**src/rtl/issue_select_if.sv**
```systemverilog
// Slot-bank / issue-register boundary of the select stage: request, priority,
// grant and shared read bus on one side; held uop and ready on the other.
interface issue_select_if #(
  parameter int NSLOT     = 8,
  parameter int WIDTH_PRY = 2,
  parameter int WIDTH_REG = 5,
  parameter int WIDTH_TAG = 5,
  parameter int WIDTH_BRM = 3
);
  localparam int WIDTH_O = WIDTH_BRM + WIDTH_TAG + 2 + 3 * WIDTH_REG;

  logic [NSLOT-1:0]           i_request;
  logic [NSLOT*WIDTH_PRY-1:0] i_priority;
  logic [NSLOT-1:0]           o_grant;
  logic [WIDTH_O-1:0]         i_rslot;
  logic [2**WIDTH_BRM-1:0]    i_brkill;
  logic                       i_flush;
  logic                       i_ready;
  logic                       o_valid;
  logic [WIDTH_O-1:0]         o_uop;
  logic [WIDTH_REG-1:0]       o_wdest;

  modport slave (
    input  i_request, i_priority, i_rslot, i_brkill, i_flush, i_ready,
    output o_grant, o_valid, o_uop, o_wdest
  );

  modport master (
    output i_request, i_priority, i_rslot, i_brkill, i_flush, i_ready,
    input  o_grant, o_valid, o_uop, o_wdest
  );
endinterface

```
**src/rtl/issue_select.sv**
```systemverilog
// Priority + round-robin select over the issue slots into a one-entry issue register;
// grant/wakeup same cycle, uop valid next cycle; no grant while the register is stalled, flushed or in reset.
module issue_select #(
  parameter int NSLOT     = 8,
  parameter int WIDTH_PRY = 2,
  parameter int WIDTH_REG = 5,
  parameter int WIDTH_TAG = 5,
  parameter int WIDTH_BRM = 3
) (
  input  logic            i_clk,
  input  logic            i_rst_n,
  issue_select_if.slave   bus
);
  localparam int PTR_W = (NSLOT > 1) ? $clog2(NSLOT) : 1;

  typedef struct packed {
    logic [WIDTH_BRM-1:0] brmask;
    logic [WIDTH_TAG-1:0] tag;
    logic [1:0]           bank;
    logic [WIDTH_REG-1:0] rd;
    logic [WIDTH_REG-1:0] rs2;
    logic [WIDTH_REG-1:0] rs1;
  } uop_t;

  uop_t                 rslot;
  uop_t                 uop_q;
  logic                 valid_q;
  logic [PTR_W-1:0]     rr_ptr;

  logic [WIDTH_PRY-1:0] pri [NSLOT];
  logic [WIDTH_PRY-1:0] max_pri;
  logic [NSLOT-1:0]     grant;
  logic [PTR_W-1:0]     winner;
  logic [PTR_W-1:0]     sidx;
  logic [PTR_W-1:0]     next_ptr;
  logic                 found;
  logic                 grant_any;
  logic                 held_killed;
  logic                 new_killed;
  logic                 can_accept;
  logic                 arb_en;
  int                   idx;

  assign rslot = bus.i_rslot;

  for (genvar g = 0; g < NSLOT; g++) begin : g_pri
    assign pri[g] = bus.i_priority[g*WIDTH_PRY +: WIDTH_PRY];
  end

  // A held uop hit by a kill is dead, so it frees the register this cycle.
  assign held_killed = valid_q & bus.i_brkill[uop_q.brmask];
  assign new_killed  = bus.i_brkill[rslot.brmask];
  assign can_accept  = ~valid_q | bus.i_ready | held_killed;
  assign arb_en      = can_accept & ~bus.i_flush & i_rst_n;

  always_comb begin
    max_pri = '0;
    for (int k = 0; k < NSLOT; k++) begin
      if (bus.i_request[k] && (pri[k] > max_pri)) begin
        max_pri = pri[k];
      end
    end

    // Among max-priority requesters, the first one at or after rr_ptr wins.
    found  = 1'b0;
    winner = '0;
    idx    = 0;
    sidx   = '0;
    for (int i = 0; i < NSLOT; i++) begin
      idx = int'(rr_ptr) + i;
      if (idx >= NSLOT) begin
        idx = idx - NSLOT;
      end
      sidx = PTR_W'(idx);
      if (!found && bus.i_request[sidx] && (pri[sidx] == max_pri)) begin
        found  = 1'b1;
        winner = sidx;
      end
    end

    grant = '0;
    if (found && arb_en) begin
      grant[winner] = 1'b1;
    end
  end

  assign grant_any = |grant;
  assign next_ptr  = (winner == PTR_W'(NSLOT - 1)) ? '0 : winner + 1'b1;

  always_ff @(posedge i_clk or negedge i_rst_n) begin
    if (!i_rst_n) begin
      valid_q <= 1'b0;
      uop_q   <= '0;
      rr_ptr  <= '0;
    end else if (bus.i_flush) begin
      valid_q <= 1'b0;
    end else if (grant_any) begin
      // The slot has already released the uop, so the pointer moves even if it is killed.
      uop_q   <= rslot;
      valid_q <= ~new_killed;
      rr_ptr  <= next_ptr;
    end else if ((valid_q & bus.i_ready) | held_killed) begin
      valid_q <= 1'b0;
    end
  end

  assign bus.o_grant = grant;
  assign bus.o_wdest = grant_any ? rslot.rd : '0;
  assign bus.o_valid = valid_q;
  assign bus.o_uop   = uop_q;
endmodule
```
**src/flat_wrapper.sv**
```systemverilog
// flat-port wrapper written by rule: the top's interface ports become plain ports
module issue_select_flat 
#(
  parameter int NSLOT     = 8,
  parameter int WIDTH_PRY = 2,
  parameter int WIDTH_REG = 5,
  parameter int WIDTH_TAG = 5,
  parameter int WIDTH_BRM = 3
)
  (i_clk, i_rst_n, bus_i_request, bus_i_priority, bus_i_rslot, bus_i_brkill, bus_i_flush, bus_i_ready, bus_o_grant, bus_o_valid, bus_o_uop, bus_o_wdest);
  issue_select_if #(.NSLOT(NSLOT), .WIDTH_PRY(WIDTH_PRY), .WIDTH_REG(WIDTH_REG), .WIDTH_TAG(WIDTH_TAG), .WIDTH_BRM(WIDTH_BRM)) bus_i ();
  input  logic i_clk;
  input  logic i_rst_n;
  input wire logic [$bits(bus_i.i_request)-1:0] bus_i_request;
  input wire logic [$bits(bus_i.i_priority)-1:0] bus_i_priority;
  input wire logic [$bits(bus_i.i_rslot)-1:0] bus_i_rslot;
  input wire logic [$bits(bus_i.i_brkill)-1:0] bus_i_brkill;
  input wire logic [$bits(bus_i.i_flush)-1:0] bus_i_flush;
  input wire logic [$bits(bus_i.i_ready)-1:0] bus_i_ready;
  output wire logic [$bits(bus_i.o_grant)-1:0] bus_o_grant;
  output wire logic [$bits(bus_i.o_valid)-1:0] bus_o_valid;
  output wire logic [$bits(bus_i.o_uop)-1:0] bus_o_uop;
  output wire logic [$bits(bus_i.o_wdest)-1:0] bus_o_wdest;
  assign bus_i.i_request = bus_i_request;
  assign bus_i.i_priority = bus_i_priority;
  assign bus_i.i_rslot = bus_i_rslot;
  assign bus_i.i_brkill = bus_i_brkill;
  assign bus_i.i_flush = bus_i_flush;
  assign bus_i.i_ready = bus_i_ready;
  assign bus_o_grant = bus_i.o_grant;
  assign bus_o_valid = bus_i.o_valid;
  assign bus_o_uop = bus_i.o_uop;
  assign bus_o_wdest = bus_i.o_wdest;
  issue_select #(.NSLOT(NSLOT), .WIDTH_PRY(WIDTH_PRY), .WIDTH_REG(WIDTH_REG), .WIDTH_TAG(WIDTH_TAG), .WIDTH_BRM(WIDTH_BRM)) u_core (.i_clk(i_clk), .i_rst_n(i_rst_n), .bus(bus_i));
endmodule
```
**config.mk**
```make
export PLATFORM = sky130hd
export DESIGN_NAME = issue_select_flat
export DESIGN_NICKNAME = d
export VERILOG_FILES = /design/src/rtl/issue_select_if.sv /design/src/rtl/issue_select.sv /design/src/flat_wrapper.sv
export SDC_FILE = /design/constraint.sdc
export NUM_CORES = 1
export LEC_CHECK = 0
export BUFFER_PORTS_ARGS = -buffer_cell sky130_fd_sc_hd__buf_2
export CAP_MARGIN = 0
export CORE_MARGIN = 8
export CORE_UTILIZATION = 55
export DETAILED_ROUTE_END_ITERATION = 10
export GPL_ROUTABILITY_DRIVEN = 0
export PLACE_DENSITY_LB_ADDON = 0.12
export SLEW_MARGIN = 20
export SYNTH_ARGS = -nofsm -noshare
export SYNTH_HDL_FRONTEND = slang
export SYNTH_SLANG_ARGS = --single-unit
```
**constraint.sdc**
```tcl
create_clock -name i_clk -period 14.8 [get_ports i_clk]
set_input_delay 1.48 -clock i_clk [delete_from_list [all_inputs] [get_ports i_clk]]
set_output_delay 1.48 -clock i_clk [all_outputs]
set_load 0.03 [all_outputs]
```
==> tab_implementation.tex <==
\begin{tabular}{lr}
\hline
Metric & Value \\
\hline
\multicolumn{2}{l}{\textbf{Global route}} \\
Remaining global-route overflow & 0 \\
Number of antenna violations at the first check in global routing & 0 \\
Overall track demand over capacity in global routing & 0.2080 \\
Global-route wire length before repair & between 15,000 and 20,000 um \\
Number of global-route vias before repair & approximately 3,600 \\
Pin count of the biggest net entering global routing & 32 \\
\multicolumn{2}{l}{\textbf{Yosys}} \\
Synthesized cell area & a little under 4000 sq um \\
Number of enable flip-flop cells after synthesis & 0 \\
Per-instance average area after synthesis & 9.190 sq um \\
Leading post-synthesis cells by instance count & sky130\_fd\_sc\_hd\_\_nand2\_1, sky130\_fd\_sc\_hd\_\_dfrtp\_1, sky130\_fd\_sc\_hd\_\_mux4\_2 \\
Area fraction of the dominant cell type after synthesis & 0.1880 \\
Synthesized Nets & slightly below 500 \\
Library cells used by synthesis & 82 \\
Cell with the most instances after synthesis & sky130\_fd\_sc\_hd\_\_nand2\_1 \\
Synthesis Warnings & 0 \\
Share of the yosys chip area belonging to registers & 0.1880 \\
Cells taking the most area after synthesis & sky130\_fd\_sc\_hd\_\_dfrtp\_1, sky130\_fd\_sc\_hd\_\_mux4\_2, sky130\_fd\_sc\_hd\_\_nand2\_1 \\
Cells after Synth & 420 \\
Register bit total from synthesis & 29 \\
Top cell type by total area after synthesis & sky130\_fd\_sc\_hd\_\_dfrtp\_1 \\
Synth async-reset ratio & 1.000 \\
Most used flip-flop cell after synthesis & sky130\_fd\_sc\_hd\_\_dfrtp\_1 \\
\multicolumn{2}{l}{\textbf{Power and ir drop}} \\
Clock Power Share & 0.066 \\
Relative contribution of combinational cells to total power & 0.812 \\
Peak supply drop & 0.1221 mV \\
Switch Pwr & just under 700 uW \\
PnR Total Power & 1.285 mW \\
P\_int & slightly above 600 uW \\
Net Sw Frac & 0.5300 \\
Share of total power in sequential cells & 0.122 \\
Static leakage power & between 2 and 2.5 nW \\
Power density normalized to cell area & about 280 nW/um\^{}2 \\
\multicolumn{2}{l}{\textbf{Placed design}} \\
Detailed Place HPWL & 8446 um \\
Placement-stage worst setup slack & 0.7174 ns \\
Number of input and output port buffers inserted & 99 \\
Placed Instance Area & approximately 4400 sq um \\
\multicolumn{2}{l}{\textbf{Worst setup path}} \\
Worst endpoint required time & approximately 13 ns \\
Worst path bufs/invs & 4 \\
Cell family with the largest share of critical-path delay & compound AO/OA/AOI/OAI gates \\
Data arrival time of the worst path & $\sim$12 ns \\
Maximum fanout along the worst path & 10 \\
Most Frequent Cell on Critical Path & sky130\_fd\_sc\_hd\_\_ha\_1 \\
Startpoint type of the worst setup path & input port \\
Critical path class & input port to output port \\
Max stage delay cell, worst path & sky130\_fd\_sc\_hd\_\_or4b\_1 \\
Crit end category & output port \\
Crit path largest cell delay & between 0.5 and 0.6 ns \\
\multicolumn{2}{l}{\textbf{Die}} \\
Std-Cell Core Area & $\sim$6800 sq um \\
Placement Rows & 30 \\
Number of top-level design ports & 100 \\
Width of the die & roughly 100 um \\
Initial core utilization & 0.5681 \\
Die outline area & around 10000 sq um \\
Die Span Y & roughly 100 um \\
\multicolumn{2}{l}{\textbf{Clock network}} \\
Clock buffer count from CTS & 5 \\
Root Buffer Master & sky130\_fd\_sc\_hd\_\_clkbuf\_8 \\
Source-to-sink clock delay at the later pin of the worst-skew pair & 0.28 ns \\
Clock slew seen by the registers of the worst setup and hold paths & roughly 0.060 ns \\
TritonCTS clock tree & built \\
Maximum clock path buffer count & 2 \\
Number of H-tree branching levels & 2 \\
Sink count of the clock tree & 29 \\
\multicolumn{2}{l}{\textbf{Finish}} \\
Final std cell area, no fill & between 4000 and 5000 sq um \\
Fin nets & between 500 and 600 \\
Antenna diodes & 0 \\
Layout Area Growth over Synthesis & 17.73\% \\
Proportion of layout cells with a drive suffix above 1 & 0.3477 \\
\multicolumn{2}{l}{\textbf{Timing}} \\
Pins over their slew limit & 0 \\
Clock tree skew after final layout & $\sim$0.0085 ns \\
Worst relative slew slack & 0.3446 \\
Final hold viol count & 0 \\
Final setup viols & 0 \\
Crit path setup slack, layout & 0.8642 ns \\
Final-layout worst hold slack & roughly 0.47 ns \\
Peak Freq & 0.07176 GHz \\
Final worst path period need & between 10 and 15 ns \\
Fraction of the cycle the final worst path needs & 0.9416 \\
Worst Max-Slew Pin Slew & 0.9797 ns \\
\multicolumn{2}{l}{\textbf{Run status}} \\
Run status & completed \\
\multicolumn{2}{l}{\textbf{Routing}} \\
Routed length on met2 & roughly 5200 um \\
Wire per inst & roughly 17 um \\
Drt first pass iters & 7 \\
Drt drc & 0 \\
Wirelength, routed & approximately 11,000 um \\
DRT iter0 DRCs & approximately 220 \\
Top layer reached by signal wires & met4 \\
Met3 routed WL & 561 um \\
Wire length the detailed router placed on met1 & roughly 4600 um \\
Vias post-DR & between 3,000 and 4,000 \\
Number of nets still failing antenna checks after routing & 0 \\
Post-DR vias/cell & just over 6 \\
\multicolumn{2}{l}{\textbf{Worst hold path}} \\
Worst Hold Class & register to register \\
\multicolumn{2}{l}{\textbf{Run}} \\
Number of violations of the max-capacitance limit & 0 \\
\hline
\end{tabular}
-- area by class of cell --
cell class              instances  area, sq um
repair buffers                103        525.5
clock inverters                 2        37.54
multi-input cells             353         2982
flip-flops and latches         29        725.7
clock buffers                   6        82.58
inverters                      19        71.32
fillers                       561         2250
well taps                      96        120.1
-- per-stage QoR --
stage,instances,setup TNS (ns),utilization
floorplan,420,0,-
global placement,598,0,0.6473
detailed placement,598,0,0.6473
CTS,606,0,0.6650
global route,608,-0.02794,0.6689
finish,608,0,0.6689
-- final timing paths --
kind	start	to	slack [ns]	cells past startpoint
max in group asynchronous	i_rst_n	u_core.bus.o_uop[17]	13.15	1
worst min-delay path	u_core.bus.o_uop[17]	u_core.bus.o_uop[17]	0.47	2
worst min register to register	u_core.bus.o_uop[17]	u_core.bus.o_uop[17]	0.47	2
worst max register to register	u_core.rr_ptr[1]	u_core.rr_ptr[2]	8.92	18
min in group asynchronous	i_rst_n	u_core.bus.o_uop[10]	1.22	1
worst max-delay path	bus_i_request[0]	bus_o_grant[6]	0.86	47
-- power by group through the flow --
stage                     clock [mW]  sequential, mW  combinational (mW)
after floorplan                    0           0.207               0.787
after global placement             0           0.155                1.01
after detailed placement           0           0.156                1.03
after CTS                     0.0869           0.156                1.03
after global routing          0.0903           0.163                1.13
final                         0.0852           0.157                1.04
-- sequential cells by signal, summed over array words and instances, names as in the netlist --
name / flops
u_core.bus.o_uop: 25
u_core.rr_ptr: 3
u_core.bus.o_valid: 1
-- per-layer routing --
layer	vias to the layer above	track usage
met5	-	0
met4	0	0.06054
met3	27	0.03114
met2	154	0.3443
met1	1801	0.2735
li1	1766	-
-- cells in the final DEF, fill, tap and decap left out, types with 3 or more instances in the layout --
cell type                   n
sky130_fd_sc_hd__nand3_1    7
sky130_fd_sc_hd__mux4_2    29
sky130_fd_sc_hd__ha_1      13
sky130_fd_sc_hd__buf_4      4
sky130_fd_sc_hd__xnor2_1   10
sky130_fd_sc_hd__and2_1    13
sky130_fd_sc_hd__nor2_1    23
sky130_fd_sc_hd__and3_1     4
sky130_fd_sc_hd__nor3_1     7
sky130_fd_sc_hd__o22ai_1    6
sky130_fd_sc_hd__a21oi_1   12
sky130_fd_sc_hd__nor2b_1    5
sky130_fd_sc_hd__clkbuf_8   6
sky130_fd_sc_hd__nand2_1   80
sky130_fd_sc_hd__nor3b_1    4
sky130_fd_sc_hd__mux2_2    13
sky130_fd_sc_hd__o211ai_1   4
sky130_fd_sc_hd__a211oi_1   5
sky130_fd_sc_hd__a22oi_1    4
sky130_fd_sc_hd__mux2i_1   22
sky130_fd_sc_hd__inv_1     17
sky130_fd_sc_hd__dfrtp_1   29
sky130_fd_sc_hd__o32ai_1    3
sky130_fd_sc_hd__buf_2     99
sky130_fd_sc_hd__a21o_1     5
sky130_fd_sc_hd__nand2b_1   9
sky130_fd_sc_hd__o21ai_0    8
-- tightest hold or removal path: cells and delay by family, from the launching register on --
kind          cells  cell delay (ns)
flops             1             0.34
simple gates      2             0.10
-- cell families after synthesis --
kind of cell             after synthesis  share of synthesized area
AND/OR/NAND/NOR                      166                     0.2097
AO/OA/AOI/OAI                         94                     0.2091
multiplexers                          66                     0.2726
buffers and inverters                 38                    0.04473
flip-flops                            29                     0.1880
XOR/XNOR                              14                    0.03371
adder cells (fa/ha/maj)               13                    0.04214
-- repair_timing --
| action | 4_1_cts | 5_1_grt |
|---|---|---|
| resized for setup | 0 | 3 |
| hold buffers | 0 | 0 |
| setup endpoints to repair | 0 | 8 |
| buffers inserted | 0 | 2 |
No activity file was read; power rests on OpenSTA's default activity.
